==> config.mk <==
export PLATFORM = sky130hd
export DESIGN_NAME = fetch_prefetch_unit
export DESIGN_NICKNAME = d
export VERILOG_FILES = /design/src/rtl/fetch_prefetch_unit.sv
export SDC_FILE = /design/constraint.sdc
export NUM_CORES = 1
export LEC_CHECK = 0
export CORE_ASPECT_RATIO = 1.1
export CORE_MARGIN = 3
export CORE_UTILIZATION = 46
export DETAILED_ROUTE_END_ITERATION = 8
export DONT_BUFFER_PORTS = 1
export PLACE_DENSITY_LB_ADDON = 0.3
export RECOVER_POWER = 25
export SLEW_MARGIN = 20
export SYNTH_ARGS = -nofsm -noshare
export SYNTH_HDL_FRONTEND = slang
export SYNTH_SLANG_ARGS = --single-unit
==> constraint.sdc <==
create_clock -name clk -period 2.86 [get_ports clk]
set_input_delay 0.572 -clock clk [delete_from_list [all_inputs] [get_ports clk]]
set_output_delay 0.572 -clock clk [all_outputs]
set_load 0.01 [all_outputs]
==> src/rtl/fetch_prefetch_unit.sv <==
// Instruction fetch stage: owns the PC, issues in-order imem requests and buffers
// returned {pc, instr} pairs for decode. A redirect squashes the buffer and drops in-flight responses.
module fetch_prefetch_unit #(
  parameter int             DPW       = 32,
  parameter int             DEPTH     = 4,
  parameter int             MAX_OUTST = 2,
  parameter logic [DPW-1:0] RESET_PC  = {DPW{1'b0}}
) (
  input  logic           clk,
  input  logic           rst_n,
  input  logic           stallF,
  input  logic           pcsrcE,
  input  logic [DPW-1:0] pctargetE,
  output logic           imem_req,
  output logic [DPW-1:0] imem_addr,
  input  logic           imem_gnt,
  input  logic           imem_rvalid,
  input  logic [DPW-1:0] imem_rdata,
  output logic           fetch_valid,
  input  logic           decode_ready,
  output logic [DPW-1:0] fetch_instr,
  output logic [DPW-1:0] fetch_pc,
  output logic [DPW-1:0] fetch_pcplus4
);

  localparam int AW = $clog2(DEPTH);
  localparam int CW = $clog2(DEPTH + 1);
  localparam logic [CW-1:0] MAXO_C  = CW'(MAX_OUTST);
  localparam logic [CW:0]   DEPTH_C = (CW + 1)'(DEPTH);

  logic [DPW-1:0] pc_r;
  logic [DPW-1:0] tagPc_r     [DEPTH];
  logic [DPW-1:0] fifoPc_r    [DEPTH];
  logic [DPW-1:0] fifoInstr_r [DEPTH];
  logic [AW-1:0]  tagWr_r, tagRd_r, fifoWr_r, fifoRd_r;
  logic [CW-1:0]  fifoCount_r, outst_r, dropCnt_r;

  logic [CW:0]    credit_s;
  logic           issue_s, grant_s, respOk_s, respPush_s, valid_s, pop_s;
  logic           unusedTargetBits_s;

  // Issue credit, response acceptance and head handshake decode
  always_comb begin
    credit_s   = {1'b0, fifoCount_r} + {1'b0, outst_r};
    issue_s    = 1'b0;
    respOk_s   = 1'b0;
    respPush_s = 1'b0;
    valid_s    = 1'b0;
    if (rst_n && !stallF && !pcsrcE && (outst_r < MAXO_C) && (credit_s < DEPTH_C)) begin
      issue_s = 1'b1;
    end else begin
      issue_s = 1'b0;
    end
    // a response with nothing outstanding is a protocol error and is ignored
    if (imem_rvalid && (outst_r != {CW{1'b0}})) begin
      respOk_s = 1'b1;
    end else begin
      respOk_s = 1'b0;
    end
    if (respOk_s && (dropCnt_r == {CW{1'b0}}) && !pcsrcE) begin
      respPush_s = 1'b1;
    end else begin
      respPush_s = 1'b0;
    end
    if ((fifoCount_r != {CW{1'b0}}) && !pcsrcE) begin
      valid_s = 1'b1;
    end else begin
      valid_s = 1'b0;
    end
    grant_s = issue_s && imem_gnt;
    pop_s   = valid_s && decode_ready;
  end

  assign unusedTargetBits_s = ^pctargetE[1:0];

  assign imem_req      = issue_s;
  assign imem_addr     = pc_r;
  assign fetch_valid   = valid_s;
  assign fetch_pc      = valid_s ? fifoPc_r[fifoRd_r]    : {DPW{1'b0}};
  assign fetch_instr   = valid_s ? fifoInstr_r[fifoRd_r] : {DPW{1'b0}};
  assign fetch_pcplus4 = valid_s ? (fifoPc_r[fifoRd_r] + DPW'(3'd4)) : {DPW{1'b0}};

  // PC register and in-order tag queue of issued PCs
  always_ff @(posedge clk or negedge rst_n) begin
    if (!rst_n) begin
      pc_r    <= RESET_PC;
      tagWr_r <= {AW{1'b0}};
      tagRd_r <= {AW{1'b0}};
      for (int i = 0; i < DEPTH; i++) begin
        tagPc_r[i] <= {DPW{1'b0}};
      end
    end else begin
      if (pcsrcE) begin
        pc_r <= {pctargetE[DPW-1:2], 2'b00};
      end else if (grant_s) begin
        pc_r <= pc_r + DPW'(3'd4);
      end
      if (grant_s) begin
        tagPc_r[tagWr_r] <= pc_r;
        tagWr_r          <= tagWr_r + AW'(1'b1);
      end
      // tags are popped even for dropped responses so they stay aligned
      if (respOk_s) begin
        tagRd_r <= tagRd_r + AW'(1'b1);
      end
    end
  end

  // Outstanding-request and drop counters
  always_ff @(posedge clk or negedge rst_n) begin
    if (!rst_n) begin
      outst_r   <= {CW{1'b0}};
      dropCnt_r <= {CW{1'b0}};
    end else begin
      case ({grant_s, respOk_s})
        2'b10:   outst_r <= outst_r + CW'(1'b1);
        2'b01:   outst_r <= outst_r - CW'(1'b1);
        default: outst_r <= outst_r;
      endcase
      if (pcsrcE) begin
        dropCnt_r <= respOk_s ? (outst_r - CW'(1'b1)) : outst_r;
      end else if (respOk_s && (dropCnt_r != {CW{1'b0}})) begin
        dropCnt_r <= dropCnt_r - CW'(1'b1);
      end
    end
  end

  // Fetch FIFO storage and occupancy; a redirect empties it
  always_ff @(posedge clk or negedge rst_n) begin
    if (!rst_n) begin
      fifoWr_r    <= {AW{1'b0}};
      fifoRd_r    <= {AW{1'b0}};
      fifoCount_r <= {CW{1'b0}};
      for (int i = 0; i < DEPTH; i++) begin
        fifoPc_r[i]    <= {DPW{1'b0}};
        fifoInstr_r[i] <= {DPW{1'b0}};
      end
    end else if (pcsrcE) begin
      fifoWr_r    <= {AW{1'b0}};
      fifoRd_r    <= {AW{1'b0}};
      fifoCount_r <= {CW{1'b0}};
    end else begin
      if (respPush_s) begin
        fifoPc_r[fifoWr_r]    <= tagPc_r[tagRd_r];
        fifoInstr_r[fifoWr_r] <= imem_rdata;
        fifoWr_r              <= fifoWr_r + AW'(1'b1);
      end
      if (pop_s) begin
        fifoRd_r <= fifoRd_r + AW'(1'b1);
      end
      case ({respPush_s, pop_s})
        2'b10:   fifoCount_r <= fifoCount_r + CW'(1'b1);
        2'b01:   fifoCount_r <= fifoCount_r - CW'(1'b1);
        default: fifoCount_r <= fifoCount_r;
      endcase
    end
  end

  fetch_prefetch_checker #(
    .CW        (CW),
    .DEPTH     (DEPTH),
    .MAX_OUTST (MAX_OUTST)
  ) chk (
    .clk         (clk),
    .rst_n       (rst_n),
    .imem_rvalid (imem_rvalid),
    .outst       (outst_r),
    .dropCnt     (dropCnt_r),
    .fifoCount   (fifoCount_r)
  );

endmodule

// Protocol and invariant checks for the fetch unit counters.
module fetch_prefetch_checker #(
  parameter int CW        = 3,
  parameter int DEPTH     = 4,
  parameter int MAX_OUTST = 2
) (
  input logic          clk,
  input logic          rst_n,
  input logic          imem_rvalid,
  input logic [CW-1:0] outst,
  input logic [CW-1:0] dropCnt,
  input logic [CW-1:0] fifoCount
);

  localparam logic [CW:0]   DEPTH_C = (CW + 1)'(DEPTH);
  localparam logic [CW-1:0] MAXO_C  = CW'(MAX_OUTST);

  rvalidWithoutRequest: assert property (@(posedge clk) disable iff (!rst_n)
    !(imem_rvalid && (outst == {CW{1'b0}})));

  dropWithinOutstanding: assert property (@(posedge clk) disable iff (!rst_n)
    dropCnt <= outst);

  creditWithinDepth: assert property (@(posedge clk) disable iff (!rst_n)
    ({1'b0, fifoCount} + {1'b0, outst}) <= DEPTH_C);

  outstandingBounded: assert property (@(posedge clk) disable iff (!rst_n)
    outst <= MAXO_C);

endmodule

### Yosys cells after proc, flatten, opt, wreduce, memory -nomap -nowiden

Cells that the tools add are included.

| cells by class | value |
|---|---|
| $add $sub $neg | 12 |
| magnitude comparators | 8 |
| equality and inequality tests | 4 |
| muxes and demuxes | 35 |
| bitwise logic cells | 5 |
| reductions and logical operators | 26 |

Operators with widths:

| operator | count |
|---|---|
| two-way mux 32 bit | 13 |
| bitwise mux 128 bit | 3 |
| binary-select mux 32 bit (select 2 bit) | 3 |
| demux 32 bit (select 2 bit) | 2 |
| adder 32 x 3 -> 32 bit (second input constant) | 2 |
| logical AND 1 bit | 13 |
| greater-or-equal comparator 3 bit (second input constant) | 4 |
| two-way mux 3 bit | 4 |
| inverter 2 -> 3 bit | 4 |
| one-hot mux 3 bit (2 select lines) | 2 |
| nonzero test 3 bit | 4 |
| nonzero test 2 bit | 5 |
| subtractor 3 x 1 -> 3 bit (second input constant) | 3 |
| adder 2 x 1 -> 2 bit (second input constant) | 4 |
| two-way mux 2 bit | 4 |
| adder 3 x 1 -> 3 bit (second input constant) | 2 |
| less-than comparator 3 x 1 -> 1 bit (second input constant) | 2 |
| adder 3 x 3 -> 4 bit | 1 |
| equality test 2 x 1 -> 1 bit (second input constant) | 2 |
| equality test 2 bit (second input constant) | 2 |
| less-than comparator 4 x 3 -> 1 bit (second input constant) | 1 |
| two-way mux 1 bit | 4 |
| zero test 3 bit | 1 |
| less-than comparator 3 x 2 -> 1 bit (second input constant) | 1 |
| 3 further kinds | 4 |

| word-level totals | value |
|---|---|
| flip-flop bits (word level) | 433 |
| bits of input ports | 71 |
| output and inout bits | 130 |
| word-level logic and storage cells | 110 |

### Depth between registers and ports, before layout

| logic depth | value |
|---|---|
| word-level depth | 9 |
| depth in mapped cells | 12 |

### Worst setup path before layout

No wires, ideal clock.

| timing path | value |
|---|---|
| path kind | flip-flop to output port |
| start point | reg fifoRd_r[0] |
| end point | out fetch_pcplus4[26] |
| arrival | 2123 ps |
| slack | 165 ps |
| cell stages (with the launch flop) | 9 |
| buffers on the path | 3 |
| path through | dfrtp_1 buf_6 buf_12 mux4_2 ha_1 nand4_4 buf_6 or3_1 a21oi_1 |

| on the way | value |
|---|---|
| word-level cells in the longest chain between the ends | 6 |

Ends and longest elaborated chain:

| item | RTL line | text |
|---|---|---|
| start, declared | 35 | `logic [AW-1:0] tagWr_r, tagRd_r, fifoWr_r, fifoRd_r;` |
| start signal, assigned | 132 | `fifoRd_r <= {AW{1'b0}};` |
| start signal, assigned | 140 | `fifoRd_r <= {AW{1'b0}};` |
| start signal, assigned | 149 | `fifoRd_r <= fifoRd_r + AW'(1'b1);` |
| inverter 2 -> 3 bit (not written as such) | 81 | `assign fetch_pcplus4 = valid_s ? (fifoPc_r[fifoRd_r] + DPW'(3'd4)) : {DPW{1'b0}};` |
| binary-select mux 32 bit (select 2 bit) | 81 |  |
| two-way mux 32 bit (not written as such) (2 in a row) | 81 |  |
| adder 32 x 3 -> 32 bit | 81 |  |
| two-way mux 32 bit | 81 |  |
| end, declared | 23 | `output logic [DPW-1:0] fetch_pcplus4` |

No other way between the ends. The select of a mux whose other input is x is not followed.

### Final worst setup path

| timing path | value |
|---|---|
| start point | reg fifoRd_r[0] |
| end point | out fetch_pcplus4[31] |

The elaborated chain is that of the path after synthesis.

==> impl_metrics.json <==
{
  "ff2ff_setup_slack_ps": 240,
  "outcome": "finished with violations",
  "crit_top_cell": "buf_6",
  "critical-path-max-stage-delay_ps": 540,
  "r2r_start": "fifoCount_r[2]",
  "critical_path.cell_chain": "buf_6, buf_6, mux4_2, and4_4, nand3_4, nor4_4, buf_4, mux2_4",
  "grt_pass1_wl_um": 76300,
  "grt_setup_unrepaired": "true",
  "wirelength_um": 48300,
  "cts_root_buf": "clkbuf_16",
  "die_x_um": 205,
  "syn_avg_cell_area_um2": 13.5,
  "hold_path.class": "input pin to asynchronous set/reset pin",
  "avgViaCountPerCell": 5.86,
  "avgRoutedWirePerCell_um": 22.4,
  "pre_cts_ws_ps": -290,
  "grt_pass1_vias": 13300,
  "timing.rr.end": "tagPc_r[109]",
  "drive_gt1_share_pct": 44.9,
  "dpl.hpwl_um": 30200,
  "finalMaxSlewViolations": 0,
  "ys.flop_type": "dfrtp_1",
  "crit_slowest_cell": "dfrtp_4",
  "final.setup.worst_slack_ps": -608,
  "cp-end-kind": "primary output",
  "syn_inst": 1477,
  "ys_seq_elements": 415,
  "place_congestion": 0.774,
  "final_common_cell": "dfrtp_1",
  "cts_buffers": 45,
  "clkTransAtPathRegs_ps": 60,
  "r2r_cells": 6,
  "fin_setup_tns_ps": -17200,
  "drc": 0,
  "synth_edf_count": 0,
  "ys.warnings.count": 0,
  "nNetsFinal": 1640,
  "vias": 12600,
  "htreeDepth": 2,
  "grt_max_degree": 417,
  "drt_iter0_drc": 624,
  "insertion_delay_ps": 570,
  "fin_skew_ps": 18.6,
  "syn_area_um2": 19900,
  "violations": "hold timing, setup timing",
  "clock_sinks": 415,
  "critPathLaunchType": "register",
  "crit_type": "register to primary output",
  "rows": 79,
  "drtAntennaViolNets": 0,
  "relSlewSlack_pct": 44.6,
  "power_density_nw_per_um2": 778,
  "gr-total-overflow": 0,
  "synth-async-reset-ratio_pct": 100,
  "dieHeight_um": 224,
  "tightest_slew_ps": 823,
  "synth.distinct_cells": 58,
  "p_leak_nw": 11.2,
  "timing_hold_violations_final": 415,
  "antenna_found_initial": 1,
  "start_util_pct": 46.8,
  "utilization_pct": 55.1,
  "fin_crit_sh_pct": 121,
  "critical_path_arrival_ps": 2900,
  "post-route-min-period_ps": 3470,
  "io_pins": 201,
  "cp_max_fo": 7,
  "vdd_ir_drop_max_v": 0.000479,
  "grt_use_total_pct": 21.1,
  "cts_tree": "built",
  "finalSetupViolations": 59,
  "dieArea_um2": 45900,
  "core-area_um2": 42600,
  "final_cell_mix": "411 x dfrtp_1, 337 x mux2_2, 97 x nand2_1",
  "fin_area_um2": 23500,
  "firstDrtPassIters": 5,
  "placed_area_um2": 21200,
  "maxCapViolations": 0,
  "maxClockFrequency_mhz": 288,
  "ys_seq_area_share_pct": 52.1,
  "area.growth.synth_to_final_pct": 17.8,
  "port_buffers": 0,
  "worstPathRequired_ps": 2290,
  "clock_path_buffers": 3,
  "hold_slack_ps": -289
}
[power breakdown]
group | internal [mW] | switching, mW
combinational | 2.48 | 2.01
clock | 3.62 | 2.32
sequential | 7.05 | 0.780
[layer usage]
metal	GRT usage, %	vias up	wire [µm]
met5	0	-	0
met4	5.15	0	984
met3	5.12	65	3320
met2	34.1	364	23100
met1	29.2	6586	21000
li1	-	5592	-
[registers in the layout, summed over array words and instances, names as in the netlist]
name and cells:
tagRd_r 2, tagWr_r 2, fifoWr_r 2, fifoInstr_r 128, tagPc_r 120, fifoCount_r 3, fifoRd_r 2, imem_addr 30
dropCnt_r 3, fifoPc_r 120, outst_r 3
[what timing repair did]
| action | CTS | global route |
|---|---|---|
| gates resized for setup | 81 | 40 |
| cloned | 3 | 0 |
| endpoints found under the setup margin | 92 | 148 |
| hold endpoints to repair | 415 | 415 |
| pin swaps | 11 | 15 |
| buffers inserted | 15 | 7 |
[how the worst max path moves through the flow]
stage	start	end	slack (ps)	cells past startpoint
floorplan	fifoRd_r[0]	fetch_pcplus4[26]	160	8
global placement	fifoRd_r[0]	fetch_pcplus4[21]	-270	7
detailed placement	fifoRd_r[0]	fetch_pcplus4[19]	-290	7
CTS	fifoRd_r[0]	fetch_pcplus4[15]	-610	8
global route	fifoRd_r[0]	fetch_pcplus4[31]	-710	8
finish	fifoRd_r[0]	fetch_pcplus4[31]	-610	8
[Yosys cell counts (5+ instances only)]
cell / instances / area [µm²]
nand2_1: 102 / 383
buf_1: 5 / 18.8
clkbuf_1: 67 / 251
o311ai_0: 8 / 70.1
inv_1: 24 / 90.1
a31oi_1: 6 / 37.5
mux2_2: 350 / 3940
xor2_1: 14 / 123
o21ai_0: 71 / 355
buf_2: 25 / 125
nand4_1: 14 / 87.6
nor4_1: 12 / 75.1
nor2_1: 47 / 176
and3_1: 66 / 413
ha_1: 18 / 225
mux4_1: 12 / 315
a221o_1: 6 / 60.1
xnor2_1: 12 / 105
buf_4: 8 / 60.1
and4_1: 9 / 78.8
nand3_1: 18 / 90.1
a21oi_1: 17 / 85.1
mux4_2: 80 / 1800
nor3_1: 11 / 55.1
dfrtp_1: 415 / 10400
and2_1: 7 / 43.8
[cells by family after synthesis]
family	Yosys count	synth area share (%)
mux	446	30.6
flops	415	52.1
simple gates	311	8.13
buf+inv	133	3.01
compound gates	126	3.79
xor+xnor	26	1.14
fa+ha+maj	19	1.23
other cells	1	0.0188
[worst max-delay path, delay by kind of cell, from the launching register on]
family,cells,cell delay (ps)
buf+inv,3,440
flops,1,540
mux,2,650
simple gates,3,700
[stage by stage]
stage | std cells | hold slack [ps] | total power, mW
6_report | 2153 | -289 | 18.3
5_1_grt | 2153 | -323 | 19.2
4_1_cts | 2146 | -325 | 18.4
3_5_place_dp | 2046 | 291 | 12.1
3_3_place_gp | 2046 | 294 | 11.9
2_1_floorplan | 1482 | 276 | 10.7
[final cells by class]
cell class,instances,area [µm²]
clock buffers,68,1360
fillers,3457,19100
inverters,24,90.1
diodes,1,2.50
flip-flops and latches,415,10400
repair buffers,128,1310
clock inverters,14,174
multi-input cells,936,9450
well taps,567,709
Power figures use the tool's default switching activity.
